[src/rtl/seq_signed_multiplier.sv]
// Iterative WIDTH x WIDTH multiplier, one shift-add step per cycle, signed or unsigned per operation.
// Optional ZERO_SKIP_EN: a zero operand finishes after one cycle without asserting busy.
module seq_signed_multiplier #(
  parameter int WIDTH = 8
) (
  input  logic               clk,
  input  logic               rst_n,
  input  logic               start,
  input  logic               signed_mode,
  input  logic [WIDTH-1:0]   A,
  input  logic [WIDTH-1:0]   B,
  output logic               busy,
  output logic               done,
  output logic [2*WIDTH-1:0] AB
);

  localparam int PW = 2 * WIDTH;
  localparam int CW = (WIDTH > 2) ? $clog2(WIDTH) : 1;
  localparam logic [CW-1:0] LAST = CW'(WIDTH - 1);

  typedef enum logic [1:0] {IDLE, RUN, FIN} state_t;

  state_t           state_q;
  logic [CW-1:0]    cnt_q;
  logic [PW-1:0]    mcand_q;
  logic [WIDTH-1:0] mplr_q;
  logic [PW-1:0]    acc_q;
  logic [PW-1:0]    ab_q;
  logic             sgn_q;
  logic             busy_q;
  logic             done_q;

  logic [PW-1:0]    a_ext_d;
  logic [PW-1:0]    term_d;
  logic [PW-1:0]    acc_d;

`ifdef ZERO_SKIP_EN
  logic             zero_q;
  logic             zero_d;
  assign zero_d = (A == '0) || (B == '0);
`endif

  // mcand_q is kept pre-shifted, so step i only looks at mplr_q[0].
  always_comb begin
    a_ext_d = signed_mode ? {{WIDTH{A[WIDTH-1]}}, A} : {{WIDTH{1'b0}}, A};
    term_d  = mplr_q[0] ? mcand_q : '0;
    if (sgn_q && (cnt_q == LAST)) begin
      acc_d = acc_q - term_d;
    end else begin
      acc_d = acc_q + term_d;
    end
  end

  always_ff @(posedge clk or negedge rst_n) begin
    if (!rst_n) begin
      state_q <= IDLE;
      cnt_q   <= '0;
      mcand_q <= '0;
      mplr_q  <= '0;
      acc_q   <= '0;
      ab_q    <= '0;
      sgn_q   <= 1'b0;
      busy_q  <= 1'b0;
      done_q  <= 1'b0;
`ifdef ZERO_SKIP_EN
      zero_q  <= 1'b0;
`endif
    end else begin
      case (state_q)
        IDLE, FIN: begin
          done_q <= 1'b0;
          if (start) begin
            mcand_q <= a_ext_d;
            mplr_q  <= B;
            sgn_q   <= signed_mode;
            acc_q   <= '0;
            cnt_q   <= '0;
            state_q <= RUN;
`ifdef ZERO_SKIP_EN
            zero_q  <= zero_d;
            busy_q  <= !zero_d;
`else
            busy_q  <= 1'b1;
`endif
          end else begin
            state_q <= IDLE;
          end
        end
        RUN: begin
`ifdef ZERO_SKIP_EN
          if (zero_q) begin
            ab_q    <= '0;
            done_q  <= 1'b1;
            busy_q  <= 1'b0;
            zero_q  <= 1'b0;
            state_q <= FIN;
          end else
`endif
          begin
            acc_q   <= acc_d;
            mcand_q <= mcand_q << 1;
            mplr_q  <= mplr_q >> 1;
            cnt_q   <= cnt_q + CW'(1);
            if (cnt_q == LAST) begin
              ab_q    <= acc_d;
              done_q  <= 1'b1;
              busy_q  <= 1'b0;
              cnt_q   <= '0;
              state_q <= FIN;
            end
          end
        end
        default: state_q <= IDLE;
      endcase
    end
  end

  assign busy = busy_q;
  assign done = done_q;
  assign AB   = ab_q;

endmodule

[config.mk]
export PLATFORM = sky130hd
export DESIGN_NAME = seq_signed_multiplier
export DESIGN_NICKNAME = d
export VERILOG_FILES = /design/src/rtl/seq_signed_multiplier.sv
export SDC_FILE = /design/constraint.sdc
export NUM_CORES = 1
export LEC_CHECK = 0
export CORE_ASPECT_RATIO = 0.7
export CORE_MARGIN = 2
export CORE_UTILIZATION = 55
export DETAILED_ROUTE_END_ITERATION = 10
export DONT_BUFFER_PORTS = 1
export PLACE_DENSITY_LB_ADDON = 0.08
export SLEW_MARGIN = 20
export SYNTH_ARGS = -nofsm -noshare
export SYNTH_HDL_FRONTEND = slang
export SYNTH_SLANG_ARGS = --single-unit
[constraint.sdc]
create_clock -name clk -period 4.3 [get_ports clk]
set_input_delay 0.43 -clock clk [delete_from_list [all_inputs] [get_ports clk]]
set_output_delay 0.43 -clock clk [all_outputs]
set_load 0.01 [all_outputs]
==> flow_summary.toml, run 1 <==
[outcome]
status = "completed"

[detailed_routing]
drtIter0Drc = 171
vias = 2963
dr.pass1.iters = 5
wl_um = 8668
via_per_inst = 5.926
routedWlPerCell_um = 17.34
ant_nets = 0
drcViolationCount = 0

[synth]
ys_warn_count = 0
synth.avg_cell_area_um2 = 9.287
yosysTopAreaCell = "dfrtp_1"
synth_fp_nets = 444
synth_area_leaders = "dfrtp_1 (43%), nand2_1 (7.7%), ha_1 (6.0%)"
syn_inst = 405
synth.distinct_cells = 61
netlist_top_cells_count = "nand2_1 (77), dfrtp_1 (64), nor2_1 (23)"
async_flop_share_pct = 100.0
synthDominantCellAreaShare_pct = 42.58
synth_seq_cells = 64
syn_area_mm2 = 0.003761
synth-seq-area-share_pct = 42.58
ys.flop_type = "dfrtp_1"
yosysMostFrequentCell = "nand2_1"
synth_edf_count = 0

[clock_tree]
cts_setup_buffers = 0
h-tree-depth = 3
cts-buffers-inserted = 9
cts_sinks = 64
ctsHoldBuffers = 2
clock_latency_ps = 350
root_buffer = "clkbuf_8"
cts_buffer_depth = 2
cts_resized = 0
clk_pin_slew_ps = 80
cts_tree = "done"

[global_routing]
grt_use_total_pct = 25.17
grt_start_max_net_pins = 65
grt_pass1_wl_um = 14430
overflow = 0
grt_pass1_vias = 2809
antenna_found_initial = 0

[placement]
gp_congestion = 0.9029
hpwl_um = 5910
io_buffers = 0

[critical_path]
start_kind = "flip-flop"
path_max_fanout = 15
arrival_ps = 3810
path_class = "reg -> reg"
end_kind = "flip-flop"
cp.required_ps = 4530

[sta]
skew_ps = 10.04
rsz0062_at_grt = "false"
fin_crit_sh_pct = 83.24
worstMarginPinSlew_ps = 558.4
fin_setup_tns_ps = 0
timing.fmax_mhz = 279.4
slew_headroom_pct = 62.69
hold_violations = 0
final-setup-viol-count = 0
drv_slew = 0
min_period_ps = 3579

[floorplanning]
die_h_um = 73.19
die_w_um = 102.8
die_area_mm2 = 0.007526
io_pins = 38
rows = 25
start_util_pct = 56.19
core_area_mm2 = 0.006694

[layout]
final_nets = 440
multiInputGateArea_mm2 = 0.002047
nFillCells = 585
area_growth_syn_to_layout_pct = 9.015
seqCellArea_mm2 = 0.001602
n_antenna_cell = 0
drive_gt1_share_pct = 9.606

[worst_hold_path]
worstHoldPathType = "in -> reg"

[run]
timing.max_cap.violations = 0
## cells in the final DEF (no fill, tap or decap), types with 3 or more instances in the layout
master / instances
a211oi_1: 4
a21o_1: 7
a21oi_1: 18
a22o_1: 12
a22oi_1: 22
a31oi_1: 6
buf_4: 4
clkbuf_8: 12
dfrtp_1: 64
ha_1: 18
inv_1: 6
mux2_2: 7
nand2_1: 77
nand2b_1: 10
nand3_1: 9
nand3b_1: 4
nor2_1: 22
nor2b_1: 4
nor3_1: 3
o21a_1: 7
o21ai_0: 12
o21ai_1: 6
o31ai_1: 3
or3_1: 3
xnor2_1: 8
xor2_1: 9
## registers in the layout, summed over array words and instances, names as in the netlist
name     cells
busy         1
cnt_q        3
done         1
state_q      2
sgn_q        1
acc_q       16
mcand_q     16
mplr_q       8
AB          16
## worst paths after layout
kind | depth (start not counted) | to | start | slack [ps]
max in group asynchronous | 2 | AB[11] | rst_n | 3360
hold / removal | 2 | mplr_q[1] | B[1] | 210
setup reg to reg | 13 | AB[13] | cnt_q[0] | 720
setup / recovery | 13 | AB[13] | cnt_q[0] | 720
hold reg to reg | 2 | mplr_q[5] | mplr_q[5] | 470
min in group asynchronous | 2 | acc_q[10] | rst_n | 630
## critical path, cell delays in order (launching register included)
cell and delay [ps]:
dfrtp_1 400, ha_1 210, ha_1 230, and2_4 230
nor2_1 220, nor2_1 110, or3_1 400, ha_1 350
a21o_1 220, a211o_1 260, o21ai_2 190, nand2_2 110
a31o_1 250, a221o_1 310
## final cells by class
class | count | area share (%)
clock buffers | 12 | 4.028
clock inverters | 4 | 1.831
inverters | 7 | 0.6408
multi-input cells | 313 | 49.92
flip-flops and latches | 64 | 39.06
well taps | 94 | 2.868
repair buffers | 6 | 1.648
## logic make-up (layout without fill, tap and decap cells)
logic type	count (synthesis)	count (layout)	synth area share [%]
fa+ha+maj	19	19	6.520
simple gates	148	148	18.53
compound gates	120	120	22.62
mux	9	9	2.661
buf+inv	28	29	3.127
xor+xnor	17	17	3.959
flops	64	64	42.58
## routing by layer
metal,vias up,wire length [um],GRT usage (%)
met3,2,586,7.854
met5,-,0,0
met1,1416,4361,38.14
met2,82,3688,34.35
li1,1463,-,-
met4,0,31,7.456
## stage by stage
step / std cells / cell area (um2) / hold slack [ps] / worst slack, ps / util [%]
finish: 500 / 4100 / 205.7 / 720.9 / 61.25
detailed placement: 482 / 3822 / 136.2 / 752.7 / 57.10
CTS: 500 / 4100 / 199.1 / 739.5 / 61.25
floorplan: 405 / 3761 / 134.4 / 573.9 / -
global placement: 482 / 3822 / 136.2 / 840.3 / 57.10
global route: 500 / 4100 / 188.8 / 491.0 / 61.25
Power of run 1 is not shown: default switching activity piles up to over one toggle a cycle in this logic, so the estimate is an artifact.
==> inputs of run 2 (changes only) <==
==> constraint.sdc (replaced) <==
create_clock -name clk -period 3.72 [get_ports clk]
set_input_delay 0.372 -clock clk [delete_from_list [all_inputs] [get_ports clk]]
set_output_delay 0.372 -clock clk [all_outputs]
set_load 0.01 [all_outputs]
==> run 2 against run 1 <==
Effect of this change:
- cell area shrank 1.4%
- critical path depth did not move
- setup slack got worse by 570 ps
- sequential share of layout area is 0.56 points higher
- core utilization down 0.86 points
- first-iteration DRC count is 15% higher
- largest cell class unchanged
- highest routed layer unchanged
==> flow_summary.toml, run 2 (synthesis gave the netlist of run 1 again) <==
[clock_tree]
cts_tree = "done"
cts_buffer_depth = 2
cts_sinks = 64
h-tree-depth = 3
cts_setup_buffers = 0
clk_pin_slew_ps = 70
root_buffer = "clkbuf_8"
clock_latency_ps = 350
cts-buffers-inserted = 9

[detailed_routing]
ant_nets = 0
drcViolationCount = 0
vias = 3035
routedWlPerCell_um = 17.79
dr.pass1.iters = 6
drtIter0Drc = 197
via_per_inst = 6.070
wl_um = 8897

[sta]
hold_violations = 0
drv_slew = 0
fin_crit_sh_pct = 95.92
skew_ps = 8.076
min_period_ps = 3568
slew_headroom_pct = 39.60
timing.fmax_mhz = 280.3
final-setup-viol-count = 0
worstMarginPinSlew_ps = 905.1
holdWs_ps = 147.1

[layout]
final_nets = 440
n_antenna_cell = 0
final_core_util_pct = 60.39
final_cell_mix = "nand2_1 (77), dfrtp_1 (64), a22oi_1 (22), nor2_1 (21)"
drive_gt1_share_pct = 9.113
area_growth_syn_to_layout_pct = 7.485
final_common_cell = "nand2_1"
nFillCells = 602

[floorplanning]
die_h_um = 73.19
start_util_pct = 56.19
rows = 25
core_area_mm2 = 0.006694
io_pins = 38
die_w_um = 102.8
die_area_mm2 = 0.007526

[outcome]
status = "completed"

[global_routing]
grt_use_total_pct = 26.15
grt_pass1_vias = 2889
antenna_found_initial = 0
overflow = 0
grt_pass1_wl_um = 14760
grt_start_max_net_pins = 65

[run]
timing.max_cap.violations = 0

[critical_path]
ff2ff_setup_slack_ps = 150
cp.required_ps = 3960
reg2reg_depth = 13
end_kind = "flip-flop"
r2r_start = "cnt_q[0]"
path_max_fanout = 15
r2r_end = "AB[13]"
arrival_ps = 3800
start_kind = "flip-flop"
path_class = "reg -> reg"

[worst_hold_path]
worstHoldPathType = "in -> reg"
min_from = "signed_mode"
whs_path_depth = 2
hold_end = "sgn_q"

[placement]
io_buffers = 0
hpwl_um = 6127
gp_congestion = 0.9159
## run 2: final cells by class
class | instances | area (um2) | share of cell area (%)
well taps | 94 | 117.6 | 2.909
clock inverters | 4 | 45.04 | 1.114
flip-flops and latches | 64 | 1602 | 39.62
clock buffers | 12 | 135.1 | 3.343
inverters | 7 | 26.28 | 0.6500
repair buffers | 6 | 67.56 | 1.671
multi-input cells | 313 | 2049 | 50.70
## run 2: worst max-delay path, cell delays in order, from the launching register on
cell,delay (ps)
dfrtp_1,410
ha_1,210
ha_1,230
and2_4,230
nor2_2,160
nor2_1,100
or3_1,410
ha_1,350
a21o_1,210
a211o_1,260
o21ai_2,180
nand2_2,110
a31o_1,260
a221o_1,330
## run 2: how the worst max path moves through the flow
stage / cells after the start / slack, ps / endpoint / from
2_1_floorplan: 15 / 100 / AB[13] / mplr_q[0]
4_1_cts: 13 / 110 / AB[13] / cnt_q[0]
5_1_grt: 13 / -3 / AB[13] / cnt_q[0]
6_report: 13 / 150 / AB[13] / cnt_q[0]
3_3_place_gp: 13 / 270 / AB[13] / cnt_q[0]
3_5_place_dp: 13 / 150 / AB[13] / cnt_q[0]
## run 2: timing repair
item,4_1_cts,5_1_grt
endpoints found under the hold margin,64,0
resized for setup,0,1
endpoints found under the setup margin,0,2
hold buffers,2,0
## run 2: metrics by stage
step	cell area [um2]	std cells	setup TNS (ps)	worst slack (ps)
final	4043	500	0	151.8
after global routing	4043	500	-2.528	-2.528
after CTS	4040	500	0	110.1
after detailed placement	3822	482	0	146.5
after global placement	3822	482	0	273.7
after floorplan	3762	405	0	98.14
## run 2: metal layers
metal	global-route usage, %	up-vias	wire, um
li1	-	1464	-
met1	39.12	1462	4409
met2	35.44	98	3694
met3	7.471	11	653
met4	10.38	0	140
met5	0	-	0
Power of run 2 is left out for the same reason.
